<file path="config.mk">
export PLATFORM = sky130hd
export DESIGN_NAME = packet_writer_flat
export DESIGN_NICKNAME = d
export VERILOG_FILES = /design/src/rtl/packet_writer_if.sv /design/src/rtl/packet_writer.sv /design/src/flat_wrapper.sv
export SDC_FILE = /design/constraint.sdc
export NUM_CORES = 1
export LEC_CHECK = 0
export ABC_AREA = 1
export CAP_MARGIN = 20
export CORE_MARGIN = 2
export CORE_UTILIZATION = 54
export CTS_CLUSTER_SIZE = 12
export DETAILED_ROUTE_END_ITERATION = 10
export PLACE_DENSITY = 0.77
export SYNTH_ARGS = -nofsm -noshare
export SYNTH_HDL_FRONTEND = slang
export SYNTH_SLANG_ARGS = --single-unit
</file>
<file path="constraint.sdc">
create_clock -name clk -period 2.19 [get_ports clk]
set_clock_uncertainty 0.2 [all_clocks]
set_input_delay 0.3285 -clock clk [delete_from_list [all_inputs] [get_ports clk]]
set_output_delay 0.3285 -clock clk [all_outputs]
set_load 0.005 [all_outputs]
</file>
<file path="src/rtl/packet_writer_if.sv">
// packet_writer_if
//   Source-side flit stream feeding packet_writer.
//   src_data  : 32-bit flit; a head flit carries the packet length in [2:0]
//   src_valid : source offers src_data
//   src_ready : writer accepts; a flit moves when valid and ready are both high
// master modport is the packet producer, slave modport is the writer.
interface packet_writer_if;
   logic [31:0] src_data;
   logic        src_valid;
   logic        src_ready;

   modport master (output src_data, output src_valid, input src_ready);
   modport slave  (input src_data, input src_valid, output src_ready);
endinterface

</file>
<file path="src/rtl/packet_writer.sv">
// packet_writer
//   Collects one packet of 32-bit flits from a source, waits for the flit
//   buffer to report enough free slots, then writes the flits into the buffer
//   with a two-cycle SETUP/STROBE pattern per flit. Waits for the buffer's
//   packet acknowledge and retransmits the whole packet on timeout, dropping
//   it after MAX_RETRY retransmissions.
// Ports
//   clk, rst_n : clock, asynchronous active-low reset
//   src        : source flit stream (packet_writer_if.slave)
//   capacity   : free flit slots reported by the buffer
//   ack        : buffer acknowledges a complete packet (level)
//   flit_out   : flit presented to the buffer
//   write      : write strobe, high for one cycle per flit
//   busy       : a packet is held (state other than IDLE)
//   pkt_sent   : one-cycle pulse on acknowledge
//   pkt_drop   : one-cycle pulse when a packet is abandoned
//   len_err    : one-cycle pulse when a head flit has an illegal length
module packet_writer #(
   parameter int MAX_FLITS   = 7,
   parameter int ACK_TIMEOUT = 15,
   parameter int MAX_RETRY   = 3
) (
   input  logic                 clk,
   input  logic                 rst_n,
   packet_writer_if.slave       src,
   input  logic [2:0]           capacity,
   input  logic                 ack,
   output logic [31:0]          flit_out,
   output logic                 write,
   output logic                 busy,
   output logic                 pkt_sent,
   output logic                 pkt_drop,
   output logic                 len_err
);
   localparam int                 DATA_W      = 32;
   localparam int                 TIMER_W     = $clog2(ACK_TIMEOUT + 1);
   localparam logic [2:0]         MAX_LEN     = 3'(MAX_FLITS);
   localparam logic [2:0]         RETRY_LIMIT = 3'(MAX_RETRY);
   localparam logic [TIMER_W-1:0] TIMEOUT     = TIMER_W'(ACK_TIMEOUT);

   // SETUP and STROBE are the two phases of sending one flit.
   typedef enum logic [2:0] {
      IDLE,
      LOAD,
      WAIT_SPACE,
      SETUP,
      STROBE,
      WAIT_ACK
   } state_t;

   state_t             state;
   logic [DATA_W-1:0]  store [MAX_FLITS];
   logic [2:0]         len;
   logic [2:0]         idx;
   logic [2:0]         retry;
   logic [TIMER_W-1:0] timer;
   logic               xfer;
   logic [2:0]         head_len;

   assign xfer     = src.src_valid && src.src_ready;
   assign head_len = src.src_data[2:0];

   // The only combinational output: gated by rst_n so it reads 0 throughout reset.
   assign src.src_ready = rst_n && ((state == IDLE) || (state == LOAD));

   always_ff @(posedge clk or negedge rst_n) begin
      if (!rst_n) begin
         state    <= IDLE;
         len      <= '0;
         idx      <= '0;
         retry    <= '0;
         timer    <= '0;
         flit_out <= '0;
         write    <= 1'b0;
         busy     <= 1'b0;
         pkt_sent <= 1'b0;
         pkt_drop <= 1'b0;
         len_err  <= 1'b0;
         for (int i = 0; i < MAX_FLITS; i++) begin
            store[i] <= '0;
         end
      end else begin
         pkt_sent <= 1'b0;
         pkt_drop <= 1'b0;
         len_err  <= 1'b0;
         write    <= 1'b0;

         case (state)
            IDLE: begin
               if (xfer) begin
                  if ((head_len == 3'd0) || (head_len > MAX_LEN)) begin
                     len_err <= 1'b1;
                  end else begin
                     store[0] <= src.src_data;
                     len      <= head_len;
                     idx      <= 3'd1;
                     busy     <= 1'b1;
                     state    <= (head_len == 3'd1) ? WAIT_SPACE : LOAD;
                  end
               end
            end

            LOAD: begin
               if (xfer) begin
                  store[idx] <= src.src_data;
                  idx        <= idx + 3'd1;
                  if (idx == len - 3'd1) begin
                     state <= WAIT_SPACE;
                  end
               end
            end

            // flit_out is loaded here so it is already valid in the first SETUP cycle.
            WAIT_SPACE: begin
               if (capacity >= len) begin
                  idx      <= 3'd0;
                  flit_out <= store[0];
                  state    <= SETUP;
               end
            end

            SETUP: begin
               write <= 1'b1;
               state <= STROBE;
            end

            STROBE: begin
               if (idx == len - 3'd1) begin
                  timer <= TIMER_W'(1);
                  state <= WAIT_ACK;
               end else begin
                  idx      <= idx + 3'd1;
                  flit_out <= store[idx + 3'd1];
                  state    <= SETUP;
               end
            end

            // ack is checked before expiry, so an ack on the last timer cycle still succeeds.
            WAIT_ACK: begin
               if (ack) begin
                  pkt_sent <= 1'b1;
                  retry    <= 3'd0;
                  busy     <= 1'b0;
                  state    <= IDLE;
               end else if (timer == TIMEOUT) begin
                  if (retry < RETRY_LIMIT) begin
                     retry <= retry + 3'd1;
                     state <= WAIT_SPACE;
                  end else begin
                     pkt_drop <= 1'b1;
                     retry    <= 3'd0;
                     busy     <= 1'b0;
                     state    <= IDLE;
                  end
               end else begin
                  timer <= timer + TIMER_W'(1);
               end
            end

            default: state <= IDLE;
         endcase
      end
   end
endmodule
</file>
<file path="src/flat_wrapper.sv">
// flat-port wrapper written by rule: the top's interface ports become plain ports
module packet_writer_flat 
#(
   parameter int MAX_FLITS   = 7,
   parameter int ACK_TIMEOUT = 15,
   parameter int MAX_RETRY   = 3
)
  (clk, rst_n, capacity, ack, flit_out, write, busy, pkt_sent, pkt_drop, len_err, src_src_data, src_src_valid, src_src_ready);
  packet_writer_if src_i ();
  input  logic clk;
  input  logic rst_n;
  input  logic [2:0] capacity;
  input  logic ack;
  output logic [31:0] flit_out;
  output logic write;
  output logic busy;
  output logic pkt_sent;
  output logic pkt_drop;
  output logic len_err;
  input wire logic [$bits(src_i.src_data)-1:0] src_src_data;
  input wire logic [$bits(src_i.src_valid)-1:0] src_src_valid;
  output wire logic [$bits(src_i.src_ready)-1:0] src_src_ready;
  assign src_i.src_data = src_src_data;
  assign src_i.src_valid = src_src_valid;
  assign src_src_ready = src_i.src_ready;
  packet_writer #(.MAX_FLITS(MAX_FLITS), .ACK_TIMEOUT(ACK_TIMEOUT), .MAX_RETRY(MAX_RETRY)) u_core (.clk(clk), .rst_n(rst_n), .src(src_i), .capacity(capacity), .ack(ack), .flit_out(flit_out), .write(write), .busy(busy), .pkt_sent(pkt_sent), .pkt_drop(pkt_drop), .len_err(len_err));
endmodule
</file>
==> impl_metrics.py, run 1 <==
metrics = {
    "sta": {
        "slew_viol_final": 0,
        "hold_violations": 0,
        "worst_slew_pin_slew_ns": 0.886,
        "finalSetupViolCount": 0,
        "period_share_pct": 98.0,
        "min_period_ns": 2.15,
        "layout_setup_ws_ns": 0.0442,
        "max_freq_mhz": 466,
        "setup_tns_ns": 0,
        "relSlewSlack_pct": 40.9,
    },
    "setup_path": {
        "critPathKind": "reg -> reg",
        "r2r_cells": 10,
        "slowest_stage": "dfrtp_1",
        "crit_chain": "nor2_2 > buf_4 > nand2_1 > inv_2 > nor2_1 > nand3b_1 > buf_12 > clkbuf_16 > nand2_1 > nand2_1",
        "required_ns": 2.43,
        "cp_max_fo": 16,
        "critPathMaxStageDelay_ns": 0.41,
        "cp_num_buf_inv": 4,
        "startpoint": "u_core.state[0]",
        "reg2reg_to": "u_core.flit_out[2]",
        "path_delay_family": "simple AND/OR/NAND/NOR gates",
        "reg2reg_from": "u_core.state[0]",
        "critPathArrivalTime_ns": 2.39,
        "path_common_cell": "nand2_1",
        "critPathLaunchType": "register",
        "end_kind": "register",
        "reg2reg_slack_ns": 0.04,
    },
    "synth": {
        "yosysWarnings": 0,
        "yosysTopAreaCellShare_pct": 51.7,
        "synthesis.nets": 1787,
        "syn_area_sq_mm": 0.0134,
        "synth_top_area_cell": "dfrtp_1",
        "syn_inst": 1741,
        "ys_top_cells_by_area": "dfrtp_1, nand2_1, o21ai_0",
        "ys_seq_area_share_pct": 51.7,
        "synth_cell_types": 29,
        "syn_avg_cell_area_sq_um": 7.71,
        "synth-seq-cells": 277,
    },
    "cts": {
        "worstSkewPairLatency_ns": 0.56,
        "cts_tree": "built",
        "htreeDepth": 1,
        "clk_path_buf_depth": 3,
        "root_buffer": "clkbuf_16",
        "clock_sinks": 277,
        "clk_pin_slew_ns": 0.06,
        "cts_buffers": 30,
    },
    "cells_and_area": {
        "layout-drive-gt1-share_pct": 8.01,
        "syn2layout_area_growth_pct": 19.2,
        "final_util_pct": 65.6,
        "num_antenna_cells": 0,
        "final_nets": 1853,
        "finalInstanceArea_sq_mm": 0.0160,
    },
    "global_route": {
        "track_usage_pct": 29.0,
        "grt_max_degree": 139,
        "antenna_found_initial": 0,
        "grt_pass1_vias": 12034,
        "grt_pass1_wl_um": 61400,
        "overflow": 0,
    },
    "route": {
        "wl_met2_um": 18500,
        "drtPass1Iterations": 6,
        "vias": 12206,
        "dr_wl_met3_um": 3380,
        "ant_nets": 0,
        "highest_layer": "met4",
        "vias_per_cell": 5.69,
        "drt_iter0_drc": 1423,
        "route.detailed.drc": 0,
        "wl_met1_um": 15100,
        "wl_um": 37900,
        "drt-wirelength-per-cell_um": 17.6,
    },
    "placed_design": {
        "routabilityCongestion": 0.837,
        "dp_hpwl_um": 22100,
        "place_worst_setup_slack_ns": -0.151,
        "dpl_cell_area_sq_mm": 0.0148,
        "portBuffers": 76,
    },
    "flow_run": {
        "drv_cap": 0,
    },
    "die": {
        "io-pin-count": 77,
        "die_h_um": 162,
        "die_area_sq_mm": 0.0261,
        "core_sq_mm": 0.0244,
        "dieWidth_um": 162,
        "fp-row-count": 57,
        "initial_core_util_pct": 55.0,
    },
    "pwr": {
        "fin_total_pwr_mw": 22.8,
        "max-vdd-ir-drop_v": 0.000703,
        "power_density_mw_per_mm2": 1420,
        "total_leakage_power_nw": 7.98,
    },
    "worst_hold_path": {
        "hold_path_class": "in -> async",
    },
    "outcome": {
        "status": "finished clean",
    },
}
## cells in the final DEF, fill, tap and decap left out, drive strengths merged
| cell type | count |
|---|---|
| nand2 | 678 |
| dfrtp | 277 |
| o21ai | 266 |
| nand3 | 120 |
| inv | 101 |
| nor2 | 78 |
| clkdlybuf4s50 | 74 |
| buf | 71 |
| o211ai | 64 |
| clkbuf | 48 |
| a21oi | 16 |
| ha | 7 |
| nor3 | 5 |
| nand4 | 2 |
| or2 | 2 |
| nand3b | 2 |
| clkinv | 2 |
| dlygate4sd3 | 2 |
| xnor2 | 2 |
| nor3b | 1 |
| o21bai | 1 |
| o31ai | 1 |
| xor2 | 1 |
| bufinv | 1 |
| dlygate4sd2 | 1 |
## area by class of cell
class	count	area [sq um]
flip-flops and latches	277	6940
clock buffers	45	928
fillers	2083	8400
well taps	324	405
clock inverters	3	40.0
multi-input cells	1246	5640
repair buffers	151	1660
inverters	101	382
## per-layer routing
metal  vias to the layer above  track usage, %
met1                      5796            39.0
met5                         -               0
met4                         0            8.49
li1                       5762               -
met2                       569            48.7
met3                        79            4.78
## tightest hold or removal path, stage by stage
cell           delay [ns]
dlygate4sd3_1        0.56
buf_8                0.15
buf_12               0.41
## sequential cells by signal, indices dropped and copies added, names as in the netlist
name / count
u_core.timer: 4
u_core.store: 224
u_core.pkt_drop: 1
u_core.idx: 3
u_core.retry: 3
u_core.write: 1
u_core.flit_out: 32
u_core.len_err: 1
u_core.busy: 1
u_core.state: 3
u_core.len: 3
u_core.pkt_sent: 1
## power breakdown
group | internal [mW] | leakage [nW] | switching (mW)
sequential | 7.01 | 3.49 | 0.957
clock | 2.99 | 0.481 | 2.00
combinational | 3.91 | 4.01 | 5.89
total | 13.9 | 7.98 | 8.85
## stage by stage
step | std cells | hold slack (ns)
6_report | 2147 | 0.195
5_1_grt | 2147 | 0.268
4_1_cts | 2138 | 0.234
3_5_place_dp | 2084 | -0.0691
3_3_place_gp | 2084 | -0.0713
2_1_floorplan | 1741 | -0.167
## repair_timing
item	CTS	global route
buffers inserted	4	6
cloned	0	3
pin swaps	2	3
hold buffers	2	0
endpoints found under the hold margin	278	0
resized for setup	4	8
endpoints found under the setup margin	1	35
## worst max-delay path by stage
stage,cells past startpoint,to
after floorplan,12,u_core.flit_out[26]
after global placement,11,u_core.flit_out[27]
final,10,u_core.flit_out[2]
after detailed placement,11,u_core.flit_out[26]
after CTS,4,src_src_ready
after global routing,11,u_core.flit_out[27]
## logic make-up (layout without fill, tap and decap cells)
logic type	count (synthesis)	count (layout)	synth area share [%]
adders and majority gates	7	7	0.653
DFF	277	277	51.7
buffers and inverters	218	300	6.79
AOI/OAI and AO/OA	348	348	14.2
xor gates and xnor gates	3	3	0.196
and+or+nand+nor	888	888	26.5
## synth_stat cells
cell        n
o31ai_1     1
inv_1      97
nor3_1      5
o21ai_1    47
nand2_2     1
xnor2_1     2
dfrtp_1   277
o21ai_0   219
a21oi_1    16
nor3b_4     1
ha_1        7
nand3_4     1
nor2_1     72
nand3b_1    2
or2_2       2
nand3_2     1
nand2_1   677
buf_1       7
buf_4       8
clkbuf_1   67
buf_2      32
o211ai_1   64
o21bai_1    1
inv_2       4
nand3_1   118
nor2_2      6
buf_6       3
nand4_1     2
xor2_1      1
Power figures use the tool's default switching activity.
==> run 2, diff against run 1 <==
REMOVE_ABC_BUFFERS = 1   (was not set)
SKIP_CTS_REPAIR_TIMING = 1   (was not set)
==> run 2 against run 1 <==
- combinational power down 2.8%
- count of clock-buffer cells in the layout rose by 1
- total power decreased by 1.2%
- clock power is 1% lower
- largest cell class unchanged
- worst setup slack improved by 0.069 ns
- worst hold slack improved by 0.020 ns
- final area fell by 0.21%
==> impl_metrics.py, run 2 (synthesis results as in run 1) <==
metrics = {
    "outcome": {
        "status": "finished clean",
    },
    "cells_and_area": {
        "final_cells": 2157,
        "register_area_sq_mm": 0.00694,
        "mostFrequentLayoutCells": "nand2_1, dfrtp_1, o21ai_0, nand3_1, inv_1",
        "final_common_cell": "nand2_1",
        "multi_input_area_sq_mm": 0.00566,
        "top_regs": "u_core.store x224, u_core.flit_out x32, u_core.timer x4",
        "syn2layout_area_growth_pct": 18.9,
        "layout-drive-gt1-share_pct": 8.35,
        "top_register": "u_core.store",
        "largest_reg_flops": 224,
        "fillers": 2013,
        "num_antenna_cells": 0,
        "final_nets": 1859,
        "final_util_pct": 65.4,
        "finalInstanceArea_sq_mm": 0.0160,
    },
    "setup_path": {
        "critPathArrivalTime_ns": 2.35,
        "critPathKind": "reg -> reg",
        "required_ns": 2.46,
        "slowest_stage": "dfrtp_4",
        "end_kind": "register",
        "cp_num_buf_inv": 2,
        "path_common_cell": "buf_4",
        "critPathMaxStageDelay_ns": 0.53,
        "cp_max_fo": 31,
        "critPathLaunchType": "register",
        "reg2reg_slack_ns": 0.11,
        "path_delay_family": "buffers and inverters",
        "crit_chain": "buf_4 > nand3_1 > nor2_2 > buf_4 > nor2_1 > a21oi_1",
    },
    "pwr": {
        "power.switching_mw": 8.85,
        "sw_frac_of_total_pct": 39.4,
        "power_density_mw_per_mm2": 1410,
        "max-vdd-ir-drop_v": 0.000876,
        "total_leakage_power_nw": 7.98,
        "p_int_mw": 13.6,
        "clkPwrFrac_pct": 21.9,
        "combPwrFrac_pct": 42.4,
        "p_seq_share_pct": 35.8,
    },
    "route": {
        "vias_per_cell": 5.62,
        "wl_um": 37800,
        "drt_iter0_drc": 1189,
        "vias": 12124,
        "drt-wirelength-per-cell_um": 17.5,
        "ant_nets": 0,
        "route.detailed.drc": 0,
        "drtPass1Iterations": 5,
    },
    "placed_design": {
        "numPlacedInstances": 2097,
        "routabilityCongestion": 0.885,
        "dp_hpwl_um": 22900,
        "dpl_cell_area_sq_mm": 0.0149,
        "portBuffers": 76,
    },
    "die": {
        "initial_core_util_pct": 55.0,
        "die_h_um": 162,
        "die_area_sq_mm": 0.0261,
        "io-pin-count": 77,
        "core_sq_mm": 0.0244,
        "dieWidth_um": 162,
        "fp-row-count": 57,
    },
    "sta": {
        "hold_violations": 0,
        "period_share_pct": 94.8,
        "finalSetupViolCount": 0,
        "worst_slew_pin_slew_ns": 0.612,
        "setup_tns_ns": 0,
        "hold_slack_ns": 0.215,
        "min_period_ns": 2.08,
        "relSlewSlack_pct": 59.2,
        "slew_viol_final": 0,
        "max_freq_mhz": 482,
        "rsz0062_at_grt": "false",
    },
    "global_route": {
        "grt_pass1_wl_um": 61300,
        "overflow": 0,
        "antenna_found_initial": 0,
        "grt_max_degree": 117,
        "track_usage_pct": 29.0,
        "grt_pass1_vias": 11915,
    },
    "cts": {
        "clk_path_buf_depth": 3,
        "root_buffer": "clkbuf_16",
        "cts_buffers": 31,
        "cts_tree": "built",
        "worstSkewPairLatency_ns": 0.55,
        "clock_sinks": 277,
        "clk_pin_slew_ns": 0.06,
        "htreeDepth": 1,
    },
    "flow_run": {
        "drv_cap": 0,
    },
    "worst_hold_path": {
        "hold_path_class": "in -> reg",
    },
}
## run 2: tightest hold or removal path: stages
cell and delay [ns]:
clkdlybuf4s50_1 0.42, inv_1 0.11, nor2_1 0.06
## run 2: per-stage QoR
step,setup slack [ns],power (mW)
final,0.113,22.5
after global routing,0.00231,24.1
after CTS,-0.335,22.1
after detailed placement,-0.199,17.1
after global placement,-0.178,16.8
after floorplan,-3.74,12.9
## run 2: layer usage
layer	wire length [um]	global-route usage, %	part of all wire (%)
met3	3050	4.31	8.1
met5	0	0	0
met2	17900	47.8	47
met4	942	8.65	2.5
met1	15900	40.1	42
## run 2: power groups by stage
stage               Sequential, mW  Clock [mW]  Combinational, mW
finish                        8.04        4.92               9.53
global route                  8.21        5.21               10.7
CTS                           7.98        4.98               9.18
detailed placement            8.05           0               9.09
global placement              7.99           0               8.84
floorplan                     7.96           0               4.93
## run 2: layout make-up
class	instances	share of cell area [%]
Tap cell	324	2.54
Inverter	101	2.38
Sequential cell	277	43.5
Clock inverter	7	0.423
Multi-Input combinational cell	1246	35.4
Clock buffer	46	5.59
Timing Repair Buffer	156	10.2
## run 2: worst paths after layout
path / to / cells past startpoint / start
max: u_core.store[96] / 6 / u_core.idx[0]
min: u_core.pkt_sent / 3 / ack
max reg2reg: u_core.store[96] / 6 / u_core.idx[0]
min reg2reg: u_core.store[11] / 2 / u_core.store[11]
max in group asynchronous: u_core.store[89] / 4 / rst_n
min in group asynchronous: u_core.len[2] / 3 / rst_n
